**config.mk**
```make
export PLATFORM = sky130hd
export DESIGN_NAME = alarm_ringer
export DESIGN_NICKNAME = d
export VERILOG_FILES = /design/src/rtl/alarm_pkg.sv /design/src/rtl/alarm_sec_timer.sv /design/src/rtl/alarm_ringer.sv
export SDC_FILE = /design/constraint.sdc
export NUM_CORES = 1
export LEC_CHECK = 0
export ABC_AREA = 1
export BUFFER_PORTS_ARGS = -buffer_cell sky130_fd_sc_hd__buf_2
export CORE_MARGIN = 8
export CORE_UTILIZATION = 54
export CTS_BUF_LIST = sky130_fd_sc_hd__clkbuf_4 sky130_fd_sc_hd__clkbuf_8
export CTS_CLUSTER_SIZE = 10
export DETAILED_ROUTE_END_ITERATION = 12
export GPL_ROUTABILITY_DRIVEN = 0
export PLACE_DENSITY_LB_ADDON = 0.1
export SYNTH_ARGS = -nofsm -noshare
export SYNTH_HDL_FRONTEND = slang
export SYNTH_SLANG_ARGS = --single-unit
```
**constraint.sdc**
```tcl
create_clock -name clk -period 1.65 [get_ports clk]
set_input_delay 0.0825 -clock clk [delete_from_list [all_inputs] [get_ports clk]]
set_output_delay 0.0825 -clock clk [all_outputs]
set_load 0.01 [all_outputs]
```
**src/rtl/alarm_pkg.sv**
```systemverilog
// Shared types and widths for the alarm ringer: FSM states, BCD digit widths
// and the ring/snooze timer width.
package alarm_pkg;

    localparam int TIMER_W      = 9;
    localparam int MIN_UNITS_W  = 4;
    localparam int MIN_TENS_W   = 3;
    localparam int HOUR_UNITS_W = 4;
    localparam int HOUR_TENS_W  = 2;

    typedef enum logic [1:0] {
        ST_IDLE   = 2'd0,
        ST_RING   = 2'd1,
        ST_SNOOZE = 2'd2
    } ring_state_e;

endpackage

```
**src/rtl/alarm_sec_timer.sv**
```systemverilog
// Loadable down counter stepped by the 1 Hz tick; strobes expire on the tick
// that moves it off 1. Holds at zero rather than wrapping.
module alarm_sec_timer
    import alarm_pkg::*;
(
    input  logic               clk,
    input  logic               clr,
    input  logic               load,
    input  logic [TIMER_W-1:0] load_val,
    input  logic               tick,
    output logic               expire
);

    logic [TIMER_W-1:0] count_q;
    logic [TIMER_W-1:0] count_d;

    // A load on the same cycle as a tick wins, so a fresh interval starts full.
    always_comb begin
        count_d = count_q;
        if (load) begin
            count_d = load_val;
        end else if (tick && (count_q != '0)) begin
            count_d = count_q - TIMER_W'(1);
        end
    end

    always_ff @(posedge clk or posedge clr) begin
        if (clr) begin
            count_q <= '0;
        end else begin
            count_q <= count_d;
        end
    end

    assign expire = tick && (count_q == TIMER_W'(1));

endmodule

```
**src/rtl/alarm_ringer.sv**
```systemverilog
// Compares the selected alarm time with the running clock and drives the
// buzzer, with ring timeout, limited snooze, stop and a sticky missed flag.
module alarm_ringer
    import alarm_pkg::*;
#(
    parameter int RING_SECS   = 60,
    parameter int SNOOZE_SECS = 300,
    parameter int MAX_SNOOZE  = 3
) (
    input  logic                    clk,
    input  logic                    clr,
    input  logic                    tick,
    input  logic                    arm,
    input  logic [MIN_UNITS_W-1:0]  am0,
    input  logic [MIN_TENS_W-1:0]   am1,
    input  logic [HOUR_UNITS_W-1:0] ah0,
    input  logic [HOUR_TENS_W-1:0]  ah1,
    input  logic [MIN_UNITS_W-1:0]  cm0,
    input  logic [MIN_TENS_W-1:0]   cm1,
    input  logic [HOUR_UNITS_W-1:0] ch0,
    input  logic [HOUR_TENS_W-1:0]  ch1,
    input  logic                    snz,
    input  logic                    stp,
    output logic                    ringing,
    output logic                    buzz,
    output logic                    snoozing,
    output logic [1:0]              snooze_left,
    output logic                    missed
);

    localparam logic [TIMER_W-1:0] RING_LOAD   = TIMER_W'(RING_SECS);
    localparam logic [TIMER_W-1:0] SNOOZE_LOAD = TIMER_W'(SNOOZE_SECS);
    localparam logic [1:0]         SNOOZE_MAX  = 2'(MAX_SNOOZE);

    ring_state_e        state_q, state_d;
    logic               match_d_q;
    logic               phase_q, phase_d;
    logic [1:0]         snooze_left_q, snooze_left_d;
    logic               missed_q, missed_d;

    logic               match;
    logic               trig;
    logic               timer_tick;
    logic               timer_load;
    logic [TIMER_W-1:0] timer_load_val;
    logic               timer_expire;

    // Only the rising edge of a match fires, so a whole matching minute is one event.
    assign match      = arm && ({ah1, ah0, am1, am0} == {ch1, ch0, cm1, cm0});
    assign trig       = match && !match_d_q;
    assign timer_tick = tick && (state_q != ST_IDLE);

    alarm_sec_timer u_timer (
        .clk      (clk),
        .clr      (clr),
        .load     (timer_load),
        .load_val (timer_load_val),
        .tick     (timer_tick),
        .expire   (timer_expire)
    );

    // Per-cycle priority: disarm, stop, snooze, tick, trigger.
    always_comb begin
        state_d        = state_q;
        phase_d        = phase_q;
        snooze_left_d  = snooze_left_q;
        missed_d       = missed_q;
        timer_load     = 1'b0;
        timer_load_val = RING_LOAD;

        if (!arm) begin
            state_d = ST_IDLE;
        end else begin
            unique case (state_q)
                ST_IDLE: begin
                    if (stp) begin
                        missed_d = 1'b0;
                    end else if (trig) begin
                        state_d       = ST_RING;
                        timer_load    = 1'b1;
                        snooze_left_d = SNOOZE_MAX;
                        phase_d       = 1'b1;
                        missed_d      = 1'b0;
                    end
                end
                ST_RING: begin
                    if (stp) begin
                        state_d = ST_IDLE;
                    end else if (snz && (snooze_left_q != 2'd0)) begin
                        state_d        = ST_SNOOZE;
                        timer_load     = 1'b1;
                        timer_load_val = SNOOZE_LOAD;
                        snooze_left_d  = snooze_left_q - 2'd1;
                    end else if (timer_expire) begin
                        state_d  = ST_IDLE;
                        missed_d = 1'b1;
                    end else if (tick) begin
                        phase_d = !phase_q;
                    end
                end
                ST_SNOOZE: begin
                    if (stp) begin
                        state_d = ST_IDLE;
                    end else if (timer_expire) begin
                        state_d    = ST_RING;
                        timer_load = 1'b1;
                        phase_d    = 1'b1;
                    end
                end
                default: begin
                    state_d = ST_IDLE;
                end
            endcase
        end
    end

    always_ff @(posedge clk or posedge clr) begin
        if (clr) begin
            state_q       <= ST_IDLE;
            match_d_q     <= 1'b0;
            phase_q       <= 1'b0;
            snooze_left_q <= 2'd0;
            missed_q      <= 1'b0;
        end else begin
            state_q       <= state_d;
            match_d_q     <= match;
            phase_q       <= phase_d;
            snooze_left_q <= snooze_left_d;
            missed_q      <= missed_d;
        end
    end

    assign ringing     = (state_q == ST_RING);
    assign snoozing    = (state_q == ST_SNOOZE);
    assign buzz        = ringing && phase_q;
    assign snooze_left = snooze_left_q;
    assign missed      = missed_q;

endmodule
```
# Word-level counts from Yosys, hierarchy flattened
# Cells that the tools add are included.
[totals] reg_bits=16 memories=0 mem_bits_ro=0 ramBits=0 latchBits=0 input_bits=32 out_inout_bits=6
[op_classes] n_addsub=2 shift=0 n_reduce_logical=20 magnitude_cmp=0 muxes=42 div=0 n_bitwise=0 eq_ne=19 mul=0
[ops] cell="9-bit two-way mux" count=6
[ops] cell="2-bit two-way mux" count=12
[ops] cell="1-bit two-way mux" count=19
[ops] cell="2-bit != test, second input constant" count=7
[ops] cell="13-bit equality test" count=1
[ops] cell="6-bit AND reduction" count=2
[ops] cell="10-bit AND reduction" count=1
[ops] cell="9-bit by 1-bit equality test with 1-bit output, second input constant" count=1
[ops] cell="3-bit != test, second input constant" count=3
[ops] cell="9-bit nonzero test" count=1
[ops] cell="9-bit by 1-bit subtractor with 9-bit output, second input constant" count=1
[ops] cell="2-bit nonzero test" count=4
[ops] cell="1-bit logical AND" count=7
[ops] cell="2-bit by 1-bit != test with 1-bit output, second input constant" count=3
[ops] cell="1-bit case mux with 3 select lines" count=2
[ops] cell="2-bit case mux with 3 select lines" count=1
[ops] cell="5-bit by 3-bit != test with 1-bit output, second input constant" count=1
[ops] cell="4-bit by 3-bit != test with 1-bit output, second input constant" count=1
[ops] cell="2-bit case mux with 2 select lines" count=1
[ops] cell="4-bit AND reduction" count=1
[ops] cell="3-bit nonzero test" count=1
[ops] cell="2-bit by 1-bit equality test with 1-bit output, second input constant" count=1
[ops] cell="2-bit equality test, second input constant" count=1
[ops] cell="1-bit zero test" count=2
[ops] cell="3 further kinds" count=3

# Longest topological paths before layout
# Gate-level depths: netlist of the first run.
[logic_depth] word_depth=8 ltp_mapped=13 ltp_nobuf=13

# Modules after synthesis
# A second synthesis of the first run with hierarchy kept.
[unflattened] hier_cells=260 hier_area_um2=1549.0
[by_module_without_submodules] mod="alarm_ringer" n_inst=1 cells_per_inst=158 seq_area_each_um2=175.2 area_each_um2=828.3
[by_module_without_submodules] mod="alarm_sec_timer" n_inst=1 cells_per_inst=102 seq_area_each_um2=225.2 area_each_um2=720.7

# Worst setup path after synthesis of the first run
# Ideal clock, no wire load.
[synth_timing] path_type="register to register" start="register snooze_left_q[0], in the netlist snooze_left[0]" end="register u_timer.count_q[4]" slack_ps=141 n_path_buf=0 arrival_time_ps=1396 stages_incl_launch_ff=13 t_required_ps=1537 path_cell_list="dfrtp_1 -> inv_1 -> ha_1 -> nor2_1 -> nand2_2 -> o21ai_2 -> nand2_2 -> nand2_4 -> nand2_4 -> nand2_2 -> nand2_1 -> nand2_1 -> inv_1"
[synth_via] elab_chain_len=7 elab_cells_between_ends=12 cone_classes="9 x mux; 3 x reduce/logical"
[synth_lines] item="start: declaration" line="alarm_ringer.sv:38" rtl="logic [1:0] snooze_left_q, snooze_left_d;"
[synth_lines] item="start signal: assignment" line="alarm_ringer.sv:128" rtl="snooze_left_q <= snooze_left_d;"
[synth_lines] item="2-bit nonzero test (*)" line="alarm_ringer.sv:89" rtl="end else if (snz && (snooze_left_q != 2'd0)) begin"
[synth_lines] item="1-bit logical AND (*)" line="alarm_ringer.sv:89"
[synth_lines] item="1-bit two-way mux or 9-bit two-way mux (tied branches)" line="alarm_ringer.sv:89"
[synth_lines] item="1-bit two-way mux or 9-bit two-way mux (tied branches)" line="alarm_ringer.sv:87" rtl="if (stp) begin"
[synth_lines] item="1-bit case mux with 3 select lines or 9-bit two-way mux (tied branches)" line="alarm_ringer.sv:74" rtl="unique case (state_q)"
[synth_lines] item="1-bit two-way mux or 9-bit two-way mux (tied branches)" line="alarm_ringer.sv:71" rtl="if (!arm) begin"
[synth_lines] item="9-bit two-way mux or 2-bit nonzero test (tied branches)"
[synth_lines] item="end signal: assignment" line="alarm_sec_timer.sv:31" rtl="count_q <= count_d;"
[synth_lines] item="end: declaration" line="alarm_sec_timer.sv:14" rtl="logic [TIMER_W-1:0] count_q;"
# Every way passes the cells marked *; elsewhere a longest branch is shown, timed or not.
# A chain may end at the register's enable or synchronous reset.

# Final worst setup path of the first run
[layout_timing] start="register u_timer.count_q[5]" end="register u_timer.count_q[0]"
[layout_via] elab_chain_len=7 elab_cells_between_ends=10 cone_classes="1 x eq/ne; 5 x mux; 4 x reduce/logical"
[layout_lines] item="9-bit by 1-bit equality test with 1-bit output" line="alarm_sec_timer.sv:35" rtl="assign expire = tick && (count_q == TIMER_W'(1));"
[layout_lines] item="1-bit logical AND" line="alarm_sec_timer.sv:35"
[layout_lines] item="1-bit two-way mux" line="alarm_ringer.sv:104" rtl="end else if (timer_expire) begin"
[layout_lines] item="1-bit two-way mux" line="alarm_ringer.sv:102" rtl="if (stp) begin"
[layout_lines] item="1-bit case mux with 3 select lines" line="alarm_ringer.sv:74"
[layout_lines] item="1-bit two-way mux" line="alarm_ringer.sv:71"
[layout_lines] item="9-bit two-way mux or 2-bit nonzero test (tied branches)"
# Several ways; a longest one is shown, not always the timed one.

==> results of run 1 <==
==> cell usage in the layout (no fill, tap or decap), drive strengths merged <==
cell and n:
o211ai 1, clkbuf 4, nand4 7, nor3 4, ha 4, nor3b 1
o21ai 9, buf 52, and2 1, or2 1, nand2 63, o21a 1
xor2 6, nor2 37, nor4 2, o2111ai 1, a21oi 5, dlygate4sd3 1
inv 46, nand3 18, dfrtp 16
==> metal layers <==
metal / vias to the layer above / routed length, um / share of wire (%)
met4: 0 / 30 / 0.81
met3: 6 / 213 / 5.8
met5: - / 0 / 0
met2: 54 / 1820 / 49
met1: 686 / 1630 / 44
li1: 808 / - / -
==> path summary, 6_finish.rpt <==
path,endpoint,from,cells after the start,slack [ps]
max,u_timer.count_q[0]$_DFFE_PP0P_,u_timer.count_q[5]$_DFFE_PP0P_,11,-50
min reg2reg,missed$_DFFE_PP0P_,missed$_DFFE_PP0P_,2,500
max reg2reg,u_timer.count_q[0]$_DFFE_PP0P_,u_timer.count_q[5]$_DFFE_PP0P_,11,-50
min in group asynchronous,snooze_left[0]$_DFFE_PP0P_,clr,3,400
max in group asynchronous,u_timer.count_q[6]$_DFFE_PP0P_,clr,3,850
min,match_d_q$_DFF_PP0_,ah0[0],4,110
==> what timing repair did <==
item	4_1_cts	5_1_grt
gates resized for setup	1	18
buffers inserted	1	9
setup endpoints to repair	3	12
hold endpoints to repair	16	0
pin swaps	0	14
hold buffers	1	0
==> flip-flops by register name (all words and copies together), names as in the netlist <==
register / count
missed: 1
snooze_left: 2
match_d_q: 1
state_q: 2
phase_q: 1
u_timer.count_q: 9
==> cell families (layout without fill, tap and decap cells) <==
family / Yosys count / count (layout)
compound gates: 17 / 17
simple gates: 134 / 134
flops: 16 / 16
xor+xnor: 6 / 6
buf+inv: 48 / 103
fa+ha+maj: 4 / 4
==> worst min-delay path: cells and delay by family <==
kind | cells | cell delay (ps)
and+or+nand+nor | 3 | 180
buffers and inverters | 1 | 90
==> per-stage QoR <==
| step | instance area (sq um) | cells | utilization (%) | setup slack, ps |
|---|---|---|---|---|
| after floorplan | 1400 | 225 | - | 141 |
| after global placement | 1640 | 295 | 66.8 | 94.1 |
| after detailed placement | 1640 | 295 | 66.8 | 2.83 |
| after CTS | 1690 | 301 | 69.0 | 4.64 |
| after global routing | 1830 | 310 | 74.6 | -136 |
| final | 1830 | 310 | 74.6 | -51.4 |
==> power groups by stage <==
stage / combinational [W] / clock, W / sequential, W
after floorplan: 0.0000861 / 0 / 0.000403
after detailed placement: 0.000151 / 0 / 0.000403
after global routing: 0.000184 / 0.000285 / 0.000396
final: 0.000160 / 0.000265 / 0.000396
after global placement: 0.000148 / 0 / 0.000403
after CTS: 0.000154 / 0.000267 / 0.000396
==> layout make-up <==
cell class	instances	area, sq um
multi-input cells	161	872
fillers	225	624
flip-flops and latches	16	400
repair buffers	53	312
inverters	46	173
well taps	30	37.5
clock buffers	4	36.3
==> reports/metrics.yaml, run 1 <==
timing:
  relSlewSlack_pct: 59.6
  layout_setup_ws_ps: -51.4
  setup_tns_ps: -125
  drv_slew: 0
  finalCritPeriodShare_pct: 103
  report.final.hold_viol_count: 0
  tightest_slew_ps: 606
  finalClockSkew_ps: 10.4
  max_freq_ghz: 0.588
  hold_slack_ps: 107
  rsz0062_at_grt: "yes"
  setup_viol_count_final: 4
  fin_crit_ps: 1700
die:
  die_y_um: 66.8
  start_util_pct: 56.8
  core_sq_um: 2450
  die_x_um: 66.8
  rows: 18
  fp.dieArea_sq_um: 4470
  num_io_pins: 38
outcome:
  status: "complete, but fails checks"
  violations: "negative setup slack"
synthesis:
  synth_top_cell_by_area: "dfrtp_1"
  synth-xor-area-share_pct: 3.77
  avgSynthCellArea_sq_um: 6.20
  ys_top_cells_by_count: "58 x nand2_1, 43 x inv_1, 33 x nor2_1, 17 x nand3_1, 16 x dfrtp_1"
  syn-num-nets: 261
  synth-async-reset-ratio_pct: 100
  synth_cells: 225
  ys_seq_area_share_pct: 28.7
  synth_edf_count: 0
  synthFlopType: "dfrtp_1"
  synth.most_common_cell: "nand2_1"
  synthAdderAreaFrac_pct: 3.59
  yosysUniqueCellTypes: 25
  yosysWarnings: 0
  yosys.area_share.simple_pct: 43.0
  syn_area_sq_um: 1400
  synth_area_leaders: "dfrtp_1 29%, nand2_1 16%, inv_1 12%"
  synth_seq_cells: 16
  synth_top_area_share_pct: 28.7
  synth_top_family_by_area: "simple AND/OR/NAND/NOR gates"
  synth_compound_area_share_pct: 7.53
  synth_mux_area_share_pct: 0
pwr:
  power.share.sequential_pct: 48.2
  vdd.ir_drop.worst_v: 0.000419
  total_power_w: 0.000821
  p_comb_share_pct: 19.5
  power_frac_clock_pct: 32.3
  p_sw_w: 0.000224
  p_int_w: 0.000597
  powerDensity_nw_per_um2: 448
  p_sw_share_pct: 27.3
  p_leak_nw: 1.02
layout:
  final_net_count: 317
  layout-drive-gt1-share_pct: 28.9
  area_growth_pct: 31.2
  diodes: 0
route:
  drtIter0Drc: 97
  vias: 1554
  routed_wl_um: 3690
  drc: 0
  wl_per_cell_um: 11.9
  antenna_left: 0
  viasPerCell: 5.01
  drtPass1Iterations: 4
global_route:
  grt_use_met3_pct: 3.52
  antenna_found_initial: 0
  use_met1_pct: 19.9
  grt-ovfl-total: 0
  gr-usage-all-layers_pct: 16.0
  grt_pass1_vias: 1450
  grt_max_degree: 17
  use_met2_pct: 26.8
  grt_pass1_wl_um: 5780
  grt_busiest_layer: "met2"
placement:
  hpwl_um: 2730
  io_buffer_count: 37
flow_run:
  drv_cap: 0
critical_path:
  cp_max_fo: 6
  crit_family: "simple AND/OR/NAND/NOR gates"
  cpMostUsedCell: "nand2_2"
  critPathMaxStageDelay_ps: 400
  critPathKind: "register to register"
  path_cells: "nor2_1 > nand2_2 > nor2_4 > nand3_4 > o21ai_2 > nand2_2 > nand2_4 > nand2_8 > buf_6 > nand3_1 > nand2_1"
  cp-start-kind: "register"
  crit_slowest_cell: "dfrtp_1"
  required_ps: 1840
  cp_num_buf_inv: 1
  crit_path_end_kind: "register"
  cp.arrival_ps: 1890
cts:
  clk_latency_ps: 290
  cts.clk_slew.worst_paths_ps: 110
  cts_made_buffers: 3
  htree_levels: 1
  clock_path_buffers: 2
  clock_sinks: 16
  clock-root-buffer: "clkbuf_4"
  cts_tree: "yes"
hold_path:
  hp-class: "primary input to register"
Power figures use the tool's default switching activity.
==> run 2, diff against run 1 <==
--- a/config.mk
+++ b/config.mk
@@ -7,8 +7,10 @@
 export LEC_CHECK = 0
 export ABC_AREA = 1
 export BUFFER_PORTS_ARGS = -buffer_cell sky130_fd_sc_hd__buf_2
+export CELL_PAD_IN_SITES_DETAIL_PLACEMENT = 1
+export CELL_PAD_IN_SITES_GLOBAL_PLACEMENT = 1
 export CORE_MARGIN = 8
-export CORE_UTILIZATION = 54
+export CORE_UTILIZATION = 37
 export CTS_BUF_LIST = sky130_fd_sc_hd__clkbuf_4 sky130_fd_sc_hd__clkbuf_8
 export CTS_CLUSTER_SIZE = 10
 export DETAILED_ROUTE_END_ITERATION = 12
==> reports/metrics.yaml, run 2 (synthesized netlist as in run 1, its figures left out) <==
outcome:
  status: "complete, no violations"
pwr:
  powerDensity_nw_per_um2: 504
  p_leak_nw: 1.02
  p_sw_w: 0.000240
  p_comb_share_pct: 17.4
  vdd.ir_drop.worst_v: 0.000327
  p_int_w: 0.000673
  p_sw_share_pct: 26.2
  power.share.sequential_pct: 43.4
  power_frac_clock_pct: 39.3
  total_power_w: 0.000913
global_route:
  grt-ovfl-total: 0
  grt_pass1_vias: 1568
  grt_max_degree: 17
  antenna_found_initial: 0
  grt_pass1_wl_um: 6580
  gr-usage-all-layers_pct: 12.8
layout:
  final_net_count: 314
  regArea_sq_um: 400
  mostFrequentLayoutCells: "57 x nand2_1, 42 x inv_1, 37 x buf_2, 31 x nor2_1"
  diodes: 0
  stdcell_count: 325
  layout-drive-gt1-share_pct: 27.4
  largest_reg_flops: 9
  final_common_cell: "nand2_1"
  multiInputGateArea_sq_um: 838
  area_growth_pct: 29.9
  fill_cells: 533
  stdcell_area_sq_um: 1810
  top_register: "u_timer.count_q"
timing:
  setup_viol_count_final: 0
  rsz0062_at_grt: "yes"
  report.final.hold_viol_count: 0
  tightest_slew_ps: 621
  finalClockSkew_ps: 3.98
  finalCritPeriodShare_pct: 94.9
  layout_setup_ws_ps: 84.5
  fin_crit_ps: 1570
  setup_tns_ps: 0
  relSlewSlack_pct: 58.6
  drv_slew: 0
  max_freq_ghz: 0.639
die:
  fp.dieArea_sq_um: 5990
  rows: 22
  num_io_pins: 38
  die_x_um: 77.4
  die_y_um: 77.4
  core_sq_um: 3630
  start_util_pct: 38.4
critical_path:
  crit_path_end_kind: "register"
  required_ps: 1790
  cp.arrival_ps: 1700
  cp_max_fo: 3
  cp-start-kind: "register"
  critPathKind: "register to register"
route:
  routed_wl_um: 3980
  vias: 1549
  drtIter0Drc: 27
  viasPerCell: 4.77
  drc: 0
  drtPass1Iterations: 4
  wl_per_cell_um: 12.3
  antenna_left: 0
placement:
  placed_area_sq_um: 1680
  dp_cells: 315
  pre_cts_ws_ps: -5.77
  hpwl_um: 3210
  io_buffer_count: 37
cts:
  cts.clk_slew.worst_paths_ps: 70
  clock_sinks: 16
  cts_tree: "yes"
  clock-root-buffer: "clkbuf_8"
  cts_made_buffers: 3
  clk_latency_ps: 260
  htree_levels: 1
  clock_path_buffers: 2
hold_path:
  hp-class: "primary input to register"
flow_run:
  drv_cap: 0
run 2: cell types whose count changed in the layout (fill, tap and decap cells not counted), moves of 2 or more:
cell,before,now
buf_4,14,12
clkbuf_4,3,0
clkbuf_8,1,4
nand3_4,2,0
run 2: what timing repair did:
action | CTS | global route
pin swaps | 1 | 4
gates resized for setup | 0 | 9
setup endpoints to repair | 1 | 12
hold buffers | 1 | 0
buffers inserted | 2 | 3
endpoints found under the hold margin | 16 | 0
run 2: layer usage:
metal	up-vias	wire [um]	track usage [%]
met5	-	0	0
met4	0	42	3.96
met3	5	169	2.76
met2	27	2010	23.3
met1	721	1760	14.4
li1	796	-	-
run 2: power groups by stage:
stage	clock, W	sequential (W)	combinational [W]
after global routing	0.000379	0.000396	0.000182
after floorplan	0	0.000403	0.0000861
final	0.000358	0.000396	0.000158
after CTS	0.000368	0.000396	0.000159
after detailed placement	0	0.000403	0.000156
after global placement	0	0.000403	0.000152
run 2: worst paths after layout:
kind	startpoint	endpoint	slack (ps)	cells past startpoint
setup / recovery	u_timer.count_q[7]$_DFFE_PP0P_	phase_q$_DFFE_PP0P_	80	11
hold / removal	ah0[0]	match_d_q$_DFF_PP0_	120	4
setup reg to reg	u_timer.count_q[7]$_DFFE_PP0P_	phase_q$_DFFE_PP0P_	80	11
hold reg to reg	phase_q$_DFFE_PP0P_	phase_q$_DFFE_PP0P_	490	2
max in group asynchronous	clr	u_timer.count_q[4]$_DFFE_PP0P_	790	3
min in group asynchronous	clr	u_timer.count_q[0]$_DFFE_PP0P_	460	3
run 2: per-stage QoR:
step	hold WS [ps]	utilization, %
CTS	127	48.4
detailed placement	205	46.2
global placement	198	46.2
global route	141	49.9
floorplan	-3.76	-
finish	123	49.9
run 2: layout make-up:
cell class | instances | share of cell area [%]
multi-input cells | 161 | 46.3
flip-flops and latches | 16 | 22.1
repair buffers | 50 | 15.7
inverters | 46 | 9.53
well taps | 48 | 3.31
clock buffers | 4 | 3.04
run 2: worst max-delay path: stages, from the launching register on:
cell,delay [ps]
dfrtp_1,390
nor2_2,120
nand2_2,90
nor2_4,130
nand3_2,90
buf_4,150
nand2_1,80
o2111ai_1,100
nor2_1,110
nand2_1,70
nand2_1,50
o21ai_0,70
